==> src/rtl/pt_walk_arbiter_pkg.sv <==
// ---------------------------------------------------------------------------
// pt_pkg
//   Shared definitions for the page-table walk arbiter: PTE field geometry,
//   field positions inside an 8-bit {VPN,PPN} entry, and the walker state
//   encoding used by pt_walk_arbiter.
// ---------------------------------------------------------------------------
package pt_pkg;

  localparam int VPN_W = 4;
  localparam int PPN_W = 4;
  localparam int PTE_W = VPN_W + PPN_W;

  // Field positions inside one page-table entry: {VPN, PPN}
  localparam int PTE_VPN_MSB = PTE_W - 1;
  localparam int PTE_VPN_LSB = PPN_W;
  localparam int PTE_PPN_MSB = PPN_W - 1;
  localparam int PTE_PPN_LSB = 0;

  typedef enum logic [1:0] {
    IDLE = 2'd0,
    WAIT = 2'd1,
    RESP = 2'd2
  } pt_state_e;

endpackage

==> src/rtl/pt_walk_arbiter_rr.sv <==
// ---------------------------------------------------------------------------
// rr_arbiter
//   Purely combinational round-robin picker. Grants the first set request at
//   or after ptr, wrapping around to index 0.
// Ports
//   req        in   NREQ  request vector
//   ptr        in   IW    highest-priority index for this decision
//   grant      out  NREQ  one-hot grant (zero when no request)
//   grant_idx  out  IW    binary index of the granted requester
//   any_req    out  1     at least one request is pending
// ---------------------------------------------------------------------------
module rr_arbiter #(
  parameter int NREQ = 2,
  parameter int IW   = 1
) (
  input  logic [NREQ-1:0] req,
  input  logic [IW-1:0]   ptr,
  output logic [NREQ-1:0] grant,
  output logic [IW-1:0]   grant_idx,
  output logic            any_req
);

  logic          hit_hi_s;
  logic          hit_lo_s;
  logic [IW-1:0] idx_hi_s;
  logic [IW-1:0] idx_lo_s;

  // Two scans: lowest request at/after ptr, else lowest request overall (wrap)
  always_comb begin
    hit_hi_s = 1'b0;
    hit_lo_s = 1'b0;
    idx_hi_s = '0;
    idx_lo_s = '0;
    // Descending scan so the lowest qualifying index is the one left behind
    for (int i = NREQ - 1; i >= 0; i--) begin
      hit_hi_s = (req[i] && (i >= int'(ptr))) ? 1'b1   : hit_hi_s;
      idx_hi_s = (req[i] && (i >= int'(ptr))) ? IW'(i) : idx_hi_s;
      hit_lo_s = req[i] ? 1'b1   : hit_lo_s;
      idx_lo_s = req[i] ? IW'(i) : idx_lo_s;
    end
    if (hit_hi_s) begin
      grant_idx = idx_hi_s;
    end else begin
      grant_idx = idx_lo_s;
    end
    any_req = hit_lo_s;
    if (hit_lo_s) begin
      grant = NREQ'(1) << grant_idx;
    end else begin
      grant = '0;
    end
  end

endmodule

==> src/rtl/pt_walk_arbiter.sv <==
// ---------------------------------------------------------------------------
// pt_walk_arbiter
//   Shares one speculative page table between NREQ TLB-miss requesters.
//   Round-robin arbitration, one lookup in flight, and a timeout that aborts
//   lookups for unmapped VPNs (the table never completes those) and returns
//   a fault instead. All outputs are registered.
// Ports
//   clk, rst_n    clock (rising edge), asynchronous active-low reset
//   req           per-requester level miss request, held until its done
//   req_addr      per-requester VPN, slice i = [4i+3:4i]
//   done          one-hot, 1-cycle result pulse for the owning requester
//   fault         with done: 1 = timed out, rsp_data is 0
//   rsp_data      with done: {VPN,PPN} entry from the table
//   pt_rqst       lookup request to the page table
//   pt_addr       VPN presented to the page table (held for the lookup)
//   pt_abort      1-cycle pulse returning the table to idle after a timeout
//   pt_complete   table lookup complete (combinational from the table)
//   pt_return     table entry, only meaningful while pt_complete=1
// ---------------------------------------------------------------------------
module pt_walk_arbiter
  import pt_pkg::*;
#(
  parameter int NREQ    = 2,
  parameter int TIMEOUT = 16,
  parameter int TW      = 5
) (
  input  logic                  clk,
  input  logic                  rst_n,
  input  logic [NREQ-1:0]       req,
  input  logic [VPN_W*NREQ-1:0] req_addr,
  output logic [NREQ-1:0]       done,
  output logic                  fault,
  output logic [PTE_W-1:0]      rsp_data,
  output logic                  pt_rqst,
  output logic [VPN_W-1:0]      pt_addr,
  output logic                  pt_abort,
  input  logic                  pt_complete,
  input  logic [PTE_W-1:0]      pt_return
);

  localparam int            IW       = (NREQ > 1) ? $clog2(NREQ) : 1;
  localparam logic [TW-1:0] TMO_LAST = TW'(TIMEOUT - 1);

  pt_state_e        state_r,    state_s;
  logic [IW-1:0]    owner_r,    owner_s;
  logic [NREQ-1:0]  owner_oh_r, owner_oh_s;
  logic [IW-1:0]    rr_ptr_r,   rr_ptr_s;
  logic [TW-1:0]    tmo_r,      tmo_s;
  logic [NREQ-1:0]  done_r,     done_s;
  logic             fault_r,    fault_s;
  logic [PTE_W-1:0] rsp_data_r, rsp_data_s;
  logic             pt_rqst_r,  pt_rqst_s;
  logic [VPN_W-1:0] pt_addr_r,  pt_addr_s;
  logic             pt_abort_r, pt_abort_s;

  logic [NREQ-1:0]  grant_s;
  logic [IW-1:0]    grant_idx_s;
  logic             any_req_s;
  logic [VPN_W-1:0] addr_sel_s;

  rr_arbiter #(
    .NREQ (NREQ),
    .IW   (IW)
  ) u_rr (
    .req       (req),
    .ptr       (rr_ptr_r),
    .grant     (grant_s),
    .grant_idx (grant_idx_s),
    .any_req   (any_req_s)
  );

  // VPN of the requester the arbiter is currently picking
  always_comb begin
    addr_sel_s = '0;
    for (int i = 0; i < NREQ; i++) begin
      addr_sel_s = (grant_idx_s == IW'(i)) ? req_addr[VPN_W*i +: VPN_W] : addr_sel_s;
    end
  end

  // Next-state and next-output logic for the walk sequencer
  always_comb begin
    state_s    = state_r;
    owner_s    = owner_r;
    owner_oh_s = owner_oh_r;
    rr_ptr_s   = rr_ptr_r;
    tmo_s      = tmo_r;
    pt_rqst_s  = pt_rqst_r;
    pt_addr_s  = pt_addr_r;
    // Pulse outputs fall back to zero unless this edge enters RESP
    done_s     = '0;
    fault_s    = 1'b0;
    rsp_data_s = '0;
    pt_abort_s = 1'b0;

    case (state_r)
      IDLE: begin
        if (any_req_s) begin
          owner_s    = grant_idx_s;
          owner_oh_s = grant_s;
          pt_addr_s  = addr_sel_s;
          pt_rqst_s  = 1'b1;
          tmo_s      = '0;
          state_s    = WAIT;
        end else begin
          pt_rqst_s  = 1'b0;
        end
      end

      WAIT: begin
        // Completion is checked first so it wins over an expiry on the same edge;
        // pt_return is only looked at while the table flags it valid.
        if (pt_complete) begin
          rsp_data_s = pt_return;
          done_s     = owner_oh_r;
          pt_rqst_s  = 1'b0;
          state_s    = RESP;
        end else if (tmo_r == TMO_LAST) begin
          fault_s    = 1'b1;
          done_s     = owner_oh_r;
          pt_rqst_s  = 1'b0;
          pt_abort_s = 1'b1;
          state_s    = RESP;
        end else begin
          tmo_s      = tmo_r + TW'(1);
        end
      end

      RESP: begin
        // The owner drops to lowest priority for the next decision
        if (owner_r == IW'(NREQ - 1)) begin
          rr_ptr_s = '0;
        end else begin
          rr_ptr_s = owner_r + IW'(1);
        end
        state_s = IDLE;
      end

      default: begin
        pt_rqst_s = 1'b0;
        state_s   = IDLE;
      end
    endcase
  end

  // State, bookkeeping and registered outputs
  always_ff @(posedge clk or negedge rst_n) begin
    if (!rst_n) begin
      state_r    <= IDLE;
      owner_r    <= '0;
      owner_oh_r <= '0;
      rr_ptr_r   <= '0;
      tmo_r      <= '0;
      done_r     <= '0;
      fault_r    <= 1'b0;
      rsp_data_r <= '0;
      pt_rqst_r  <= 1'b0;
      pt_addr_r  <= '0;
      pt_abort_r <= 1'b0;
    end else begin
      state_r    <= state_s;
      owner_r    <= owner_s;
      owner_oh_r <= owner_oh_s;
      rr_ptr_r   <= rr_ptr_s;
      tmo_r      <= tmo_s;
      done_r     <= done_s;
      fault_r    <= fault_s;
      rsp_data_r <= rsp_data_s;
      pt_rqst_r  <= pt_rqst_s;
      pt_addr_r  <= pt_addr_s;
      pt_abort_r <= pt_abort_s;
    end
  end

  assign done     = done_r;
  assign fault    = fault_r;
  assign rsp_data = rsp_data_r;
  assign pt_rqst  = pt_rqst_r;
  assign pt_addr  = pt_addr_r;
  assign pt_abort = pt_abort_r;

endmodule

==> config.mk <==
export PLATFORM = sky130hd
export DESIGN_NAME = pt_walk_arbiter
export DESIGN_NICKNAME = d
export VERILOG_FILES = /design/src/rtl/pt_walk_arbiter_pkg.sv /design/src/rtl/pt_walk_arbiter_rr.sv /design/src/rtl/pt_walk_arbiter.sv
export SDC_FILE = /design/constraint.sdc
export NUM_CORES = 1
export LEC_CHECK = 0
export BUFFER_PORTS_ARGS = -buffer_cell sky130_fd_sc_hd__buf_2
export CAP_MARGIN = 25
export CORE_MARGIN = 3
export CORE_UTILIZATION = 44
export CTS_BUF_LIST = sky130_fd_sc_hd__clkbuf_16
export DETAILED_ROUTE_END_ITERATION = 7
export GPL_ROUTABILITY_DRIVEN = 0
export MAX_ROUTING_LAYER = met4
export PLACE_DENSITY_LB_ADDON = 0.08
export SYNTH_ARGS = -nofsm -noshare
export SYNTH_HDL_FRONTEND = slang
export SYNTH_HIERARCHICAL = 1
export SYNTH_SLANG_ARGS = --single-unit
==> constraint.sdc <==
create_clock -name clk -period 2.1 [get_ports clk]
set_input_delay 0.42 -clock clk [delete_from_list [all_inputs] [get_ports clk]]
set_output_delay 0.42 -clock clk [all_outputs]
set_load 0.005 [all_outputs]
==> results of run 1 <==
==> power by group through the flow <==
stage | Sequential, W | Clock [W] | Combinational (W)
2_1_floorplan | 0.000703 | 0 | 0.000203
3_3_place_gp | 0.000713 | 0 | 0.000314
3_5_place_dp | 0.000721 | 0 | 0.000320
4_1_cts | 0.000712 | 0.000425 | 0.000323
5_1_grt | 0.000727 | 0.000453 | 0.000360
6_report | 0.000711 | 0.000416 | 0.000317
==> flip-flops by register name (all words and copies together) (netlist names) <==
signal and flops:
rsp_data 8, tmo_r 5, pt_addr 4, done 2, owner_oh_r 2, state_r 2
owner_r 1, pt_abort 1, pt_rqst 1, rr_ptr_r 1
==> cells by family after synthesis <==
kind of cell,Yosys count,share of synthesized area
muxes,8,0.0725
DFF,27,0.584
adders and majority gates,2,0.0216
and+or+nand+nor,32,0.162
buffers and inverters,10,0.0389
AOI/OAI and AO/OA,21,0.120
==> area by class of cell <==
type	count	area [um^2]	share of cell area
Clock buffer	3	75.1	0.0520
Clock inverter	1	3.75	0.00260
Inverter	4	15.0	0.0104
Multi-Input combinational cell	63	438	0.304
Sequential cell	27	676	0.468
Tap cell	28	35.0	0.0243
Timing Repair Buffer	39	200	0.139
==> layout by cell type, fill, tap and decap left out, drive strengths merged, types with 3 or more instances in the layout <==
cell type | netlist | final
buf | 5 | 39
dfrtp | 27 | 27
and3 | 11 | 11
nor2 | 7 | 7
inv | 4 | 5
mux2i | 5 | 5
a21oi | 5 | 5
o21ai | 4 | 4
a22o | 3 | 3
mux2 | 3 | 3
clkbuf | 1 | 3
a21boi | 3 | 3
==> critical path, delay by kind of cell, from the launching register on <==
| kind | cells | cell delay [ps] |
|---|---|---|
| simple gates | 3 | 930 |
| fa+ha+maj | 2 | 440 |
| flops | 1 | 420 |
| compound gates | 1 | 130 |
==> per-stage QoR <==
step                hold WS [ps]  instances  worst slack [ps]
floorplan                    124        100               135
global placement             451        161               170
detailed placement           449        161               114
CTS                          173        165              92.2
global route                 196        165              5.24
finish                       152        165               114
==> metal layers <==
layer / part of all wire / global-route usage
met1: 0.43 / 0.168
met2: 0.48 / 0.238
met3: 0.076 / 0.0520
met4: 0.019 / 0.0530
met5: 0 / -
==> how the worst max path moves through the flow <==
| stage | start | end | slack, ps |
|---|---|---|---|
| 2_1_floorplan | tmo_r[0] | tmo_r[3] | 130 |
| 3_3_place_gp | tmo_r[0] | tmo_r[3] | 170 |
| 3_5_place_dp | tmo_r[0] | tmo_r[3] | 110 |
| 4_1_cts | tmo_r[0] | tmo_r[3] | 90 |
| 5_1_grt | tmo_r[0] | tmo_r[3] | 5 |
| 6_report | tmo_r[0] | tmo_r[3] | 110 |
==> results.toml, run 1 <==
[layout]
stdcell_area_um2 = 1440
n_antenna_cell = 0
final_util = 0.617
drive_gt1_frac = 0.358
nNetsFinal = 161
nFillCells = 200
area_delta_synth_final_pct = 24.8

[power_and_ir_drop]
combPwrFrac = 0.220
sw_frac_of_total = 0.273
seq_power_share = 0.492
p_per_area_nw_per_um2 = 1000
ir_drop_mv = 0.868
internal-power_w = 0.00105
power.switching_w = 0.000394
clock_power_share = 0.288
power_leakage_nw = 0.777
p_total_w = 0.00145

[status]
status = "complete, no violations"

[global_routing]
grt_use_total = 0.147
antenna_found_initial = 0
overflow = 0
grt_start_max_net_pins = 28
grt_pass1_wl_um = 3650
grt_pass1_vias = 863

[logic_synthesis]
synth_flop_cell = "dfrtp_1"
ys_warn_count = 6
synthTopCellsByCount = "27 x dfrtp_1, 9 x and3_1, 7 x nor2_1"
yosysTopAreaCell = "dfrtp_1"
async_flop_share = 1.00
syn_nets = 123
synth_area_leaders = "dfrtp_1 58%, and3_1 4.9%, mux2i_1 4.3%, mux2_2 2.9%, nor2_1 2.3%"
postSynthCellCount = 100
synth-seq-cells = 27
synth_edf_count = 0
yosysMostFrequentCell = "dfrtp_1"
synth_seq_area_share = 0.584
synth_top_area_share = 0.584
synth.avg_cell_area_um2 = 11.6
synthesis.area_um2 = 1160
netlist-cell-type-count = 32

[cts]
ctsHoldBuffers = 0
postCtsSetupBuffers = 0
path_clk_slew_ps = 60
clock_path_buffers = 2
cts.sinks = 27
cts_tree = "yes"
cts_root_buffer = "clkbuf_16"
cts_buffers = 3
clkLatencyLatePin_ps = 260
ctsResizeCount = 0
h-tree-depth = 1

[worst_setup_path]
critPathMaxFanout = 5
worstSetupEndpointType = "flop"
cp-start-kind = "flop"
r2r-end = "tmo_r[3]"
r2r-start = "tmo_r[0]"
cp_data_required_time_ps = 2290
rr_worst_depth = 6
worstPathCellList = "ha_1 > and3_1 > ha_1 > or2_4 > or4_1 > a21oi_1"
cpPeakStageDelay_ps = 470
worst_path_max_delay_cell = "or4_1"
worstSetupPathType = "flop to flop"
r2r_setup_slack_ps = 110
cp.arrival_ps = 2170
crit_path_frequent_cell = "ha_1"

[die]
die_h_um = 57.3
coreArea_um2 = 2340
row_count = 17
start_util = 0.494
die_x_um = 57.3
die-area_um2 = 3280
io_pins = 38

[sta]
max_slew_margin = 0.603
min_period_over_period = 0.946
fin_skew_ps = 2.45
finalMaxSlewViolations = 0
finalHoldViolations = 0
tightest_slew_ps = 594
setup_viol = 0
fin_setup_tns_ps = 0
fmaxAchievable_ghz = 0.504
rsz0062_at_grt = "no"
period_minus_slack_ps = 1990

[detailed_routing]
wl_per_cell_um = 13.4
ant_nets = 0
via_per_inst = 5.33
detailroute.via_count = 879
drc = 0
dr.pass1.iters = 4
drtIter0Drc = 9
wirelength_um = 2210

[placed_design]
placed_area_um2 = 1360
port-buffer-count = 37
post-dp-hpwl_um = 1650

[run]
cap_violations = 0

[min_path]
hp-class = "primary input to async pin"
No activity file was read; power rests on OpenSTA's default activity.
==> run 2, diff against run 1 <==
CORE_UTILIZATION = 45   (was 44)
CTS_BUF_LIST = sky130_fd_sc_hd__clkbuf_8   (was sky130_fd_sc_hd__clkbuf_16)
clock period = 2.55 ns   (was 2.1 ns; I/O delays follow)
==> run 2 against run 1 <==
Compared with the run above:
- critical path depth did not move
- sequential cell count unchanged
- cell area down 2.8%
- setup slack improved by 330 ps
- die area shrank 2.0%
- non-clock buffer count is 1 lower
- sequential share of layout area is 1.3 points higher
- power down 25%
- first-iteration DRC count grew 33%
- via count fell by 3.4%
- sequential power shrank 18%
- critical path type unchanged
- highest routed layer unchanged
==> results.toml, run 2 (synthesized netlist as in run 1, its figures left out) <==
[layout]
area_delta_synth_final_pct = 21.3
drive_gt1_frac = 0.353
final_util = 0.605
mostFrequentLayoutCell = "buf_2"
n_antenna_cell = 0
stdcell_area_um2 = 1400
nFillCells = 209
nNetsFinal = 160
final_cell_mix = "37 x buf_2, 27 x dfrtp_1, 9 x and3_1, 7 x nor2_1"
largest_reg_flops = 8

[sta]
finalMaxSlewViolations = 0
max_slew_margin = 0.611
fmaxAchievable_ghz = 0.475
setup_viol = 0
tightest_slew_ps = 583
fin_setup_tns_ps = 0
fin_skew_ps = 1.61
setup_slack_ps = 445
period_minus_slack_ps = 2110
rsz0062_at_grt = "no"
finalHoldViolations = 0
min_period_over_period = 0.826

[detailed_routing]
dr.pass1.iters = 4
ant_nets = 0
wirelength_um = 2160
drtIter0Drc = 12
drc = 0
wl_per_cell_um = 13.2
via_per_inst = 5.18
detailroute.via_count = 849

[power_and_ir_drop]
power_leakage_nw = 0.749
p_per_area_nw_per_um2 = 769
ir_drop_mv = 0.513

[die]
die_x_um = 56.7
die_h_um = 56.7
die-area_um2 = 3210
start_util = 0.499
row_count = 17
coreArea_um2 = 2320
io_pins = 38

[worst_setup_path]
r2r-start = "tmo_r[0]"
rr_worst_depth = 6
cp.arrival_ps = 2300
cp_data_required_time_ps = 2740
critPathMaxFanout = 8
worstSetupEndpointType = "flop"
cp-start-kind = "flop"
worstSetupPathType = "flop to flop"
critPathLaunch = "tmo_r[0]"

[cts]
cts.sinks = 27
h-tree-depth = 1
clock_path_buffers = 2
cts_root_buffer = "clkbuf_8"
ctsHoldBuffers = 0
ctsResizeCount = 0
cts_tree = "yes"
cts_buffers = 3
clkLatencyLatePin_ps = 260
postCtsSetupBuffers = 0
path_clk_slew_ps = 90

[placed_design]
post-dp-hpwl_um = 1670
port-buffer-count = 37
placed_area_um2 = 1350
dp_slack_ps = 483

[global_routing]
grt_use_total = 0.147
antenna_found_initial = 0
grt_start_max_net_pins = 28
overflow = 0
grt_pass1_vias = 786
grt_pass1_wl_um = 3730

[status]
status = "complete, no violations"

[min_path]
hp-class = "primary input to async pin"

[run]
cap_violations = 0
==> run 2: layout make-up <==
| class | instances | area, um^2 | area share |
|---|---|---|---|
| Sequential cell | 27 | 676 | 0.482 |
| Tap cell | 28 | 35.0 | 0.0250 |
| Clock inverter | 1 | 7.51 | 0.00535 |
| Timing Repair Buffer | 38 | 193 | 0.137 |
| Inverter | 4 | 15.0 | 0.0107 |
| Multi-Input combinational cell | 63 | 435 | 0.310 |
| Clock buffer | 3 | 41.3 | 0.0294 |
==> run 2: worst max-delay path, cell delays in order (launching register included) <==
cell	delay, ps
dfrtp_1	420
ha_1	220
and3_1	180
ha_1	220
or2_0	360
or4_1	510
a21oi_1	130
==> run 2: per-stage QoR <==
| step | std cells | power, W | hold WS, ps |
|---|---|---|---|
| floorplan | 100 | 0.000746 | 214 |
| global placement | 160 | 0.000843 | 449 |
| detailed placement | 160 | 0.000857 | 466 |
| CTS | 164 | 0.00110 | 255 |
| global route | 164 | 0.00115 | 263 |
| finish | 164 | 0.00108 | 235 |
==> run 2: final timing paths <==
check                      slack (ps)        to
setup reg to reg                  440  tmo_r[3]
max in group asynchronous        1930  tmo_r[0]
hold / removal                    240  tmo_r[4]
min in group clk                  470  rr_ptr_r
hold reg to reg                   470  rr_ptr_r
setup / recovery                  440  tmo_r[3]
==> run 2: per-layer routing <==
metal	wire, um	up-vias	global-route usage
met4	20	0	0.0271
met5	0	-	-
li1	-	426	-
met2	976	24	0.224
met1	1040	395	0.206
met3	127	4	0.0253
==> run 2: power breakdown <==
group / internal, W / switching [W] / leakage (nW)
logic: 0.000133 / 0.000128 / 0.379
clock network: 0.000110 / 0.000125 / 0.0217
registers: 0.000520 / 0.0000616 / 0.348
==> run 3, diff against run 2 <==
clock period = 1.8 ns   (was 2.55 ns; I/O delays follow)
==> run 3 against run 2 <==
Compared with the run above:
- the run now ends with negative setup slack left
- wire length increased by 8.1%
- combinational power rose by 58%
- cell area grew 5.0%
- non-clock buffer count rose by 4
- clock skew is 0.58 ps higher
- global-route usage rose by 0.96 points
- via count up 4.7%
- sequential cell count is the same
- hold slack worse by 160 ps
- critical path depth unchanged
- power up 45%
- maximum frequency increased by 17%
- critical endpoint unchanged
- largest cell class unchanged
==> results.toml, run 3 (synthesized netlist as in run 1, its figures left out) <==
[layout]
area_delta_synth_final_pct = 27.4
stdcell_area_um2 = 1470
n_antenna_cell = 0
final_cell_mix = "37 x buf_2, 27 x dfrtp_1, 8 x and3_1, 7 x nor2_1"
nNetsFinal = 164
largest_reg_flops = 8
drive_gt1_frac = 0.414
mostFrequentLayoutCell = "buf_2"

[worst_setup_path]
cpPeakStageDelay_ps = 430
cp_data_required_time_ps = 2000
worstSetupPathType = "flop to flop"
critPathMaxFanout = 5
worstSetupEndpointType = "flop"
worst_path_max_delay_cell = "or4_4"
worstPathCellList = "ha_2 > and3_4 > ha_4 > or2_4 > or4_4 > a21oi_2"
cp.arrival_ps = 2010
cp-start-kind = "flop"

[detailed_routing]
detailroute.via_count = 889
wirelength_um = 2340
drc = 0
ant_nets = 0
dr.pass1.iters = 4
drtIter0Drc = 16
via_per_inst = 5.29
wl_per_cell_um = 13.9

[sta]
setup_slack_ps = -6.83
rsz0062_at_grt = "yes"
period_minus_slack_ps = 1810
fmaxAchievable_ghz = 0.553
tightest_slew_ps = 573
max_slew_margin = 0.618
finalMaxSlewViolations = 0
fin_skew_ps = 2.19
setup_viol = 1
finalHoldViolations = 0
min_period_over_period = 1.00

[placed_design]
post-dp-hpwl_um = 1670
placed_area_um2 = 1400
port-buffer-count = 37

[min_path]
hp-class = "primary input to async pin"

[power_and_ir_drop]
ir_drop_mv = 0.673
power_leakage_nw = 0.776
p_total_w = 0.00156
p_per_area_nw_per_um2 = 1060

[run]
cap_violations = 0

[global_routing]
overflow = 0
grt_use_total = 0.156
antenna_found_initial = 0
grt_pass1_wl_um = 3950
grt_start_max_net_pins = 28
grt_pass1_vias = 839

[die]
start_util = 0.499
row_count = 17
die_h_um = 56.7
coreArea_um2 = 2320
io_pins = 38
die-area_um2 = 3210
die_x_um = 56.7

[cts]
cts_root_buffer = "clkbuf_8"
cts_tree = "yes"
h-tree-depth = 1
clkLatencyLatePin_ps = 260
ctsHoldBuffers = 0
path_clk_slew_ps = 90
cts_buffers = 3
cts.sinks = 27
clock_path_buffers = 2

[status]
violations = "negative setup slack"
status = "complete, but fails checks"
-- run 3: final timing paths --
check,start,to,slack [ps],cells past startpoint
min,rst_n,rsp_data[0],80,1
max in group asynchronous,rst_n,owner_r,1350,1
min in group clk,pt_return[1],rsp_data[1],330,2
max,tmo_r[1],tmo_r[3],-7,6
min reg2reg,owner_r,rr_ptr_r,470,1
max reg2reg,tmo_r[1],tmo_r[3],-7,6
-- run 3: worst max-delay path: cells and delay by family (launching register included) --
| kind | cells | cell delay, ps |
|---|---|---|
| and+or+nand+nor | 3 | 860 |
| DFF | 1 | 400 |
| adders and majority gates | 2 | 350 |
| AOI/OAI and AO/OA | 1 | 120 |
-- run 3: what timing repair did --
| item | CTS | global route |
|---|---|---|
| setup endpoints to repair | 1 | 4 |
| pin swaps | 1 | 0 |
| gates cloned | 0 | 0 |
| setup buffers | 0 | 0 |
| gates resized for setup | 5 | 2 |
-- run 3: area by class of cell --
cell class,count,area (um^2)
Tap cell,28,35.0
Multi-Input combinational cell,63,479
Sequential cell,27,676
Clock buffer,3,41.3
Clock inverter,1,3.75
Timing Repair Buffer,42,223
Fill cell,191,846
Inverter,4,15.0
-- run 3: report_power, final --
part           internal (W)  total (W)  switching, W
Combinational      0.000213   0.000412      0.000198
Sequential         0.000737   0.000819     0.0000817
Clock              0.000153   0.000331      0.000178
-- run 3: metrics by stage --
| stage | util | std cells | hold WS [ps] | TNS (ps) | worst slack (ps) |
|---|---|---|---|---|---|
| global route | 0.635 | 168 | 125 | -68.6 | -37.8 |
| detailed placement | 0.606 | 164 | 398 | -24.9 | -24.9 |
| CTS | 0.631 | 168 | 100 | -0.174 | -0.174 |
| finish | 0.635 | 168 | 78.6 | -6.83 | -6.83 |
| floorplan | - | 100 | 64.4 | -22.1 | -22.1 |
| global placement | 0.606 | 164 | 392 | 0 | 26.4 |
-- run 3: per-layer routing --
| metal | global-route usage | vias to the layer above | wire length (um) | share of wire |
|---|---|---|---|---|
| met5 | - | - | 0 | 0 |
| met4 | 0.0339 | 0 | 7 | 0.0030 |
| met3 | 0.0322 | 2 | 111 | 0.047 |
| met2 | 0.239 | 28 | 1150 | 0.49 |
| met1 | 0.214 | 427 | 1070 | 0.46 |
| li1 | - | 432 | - | - |
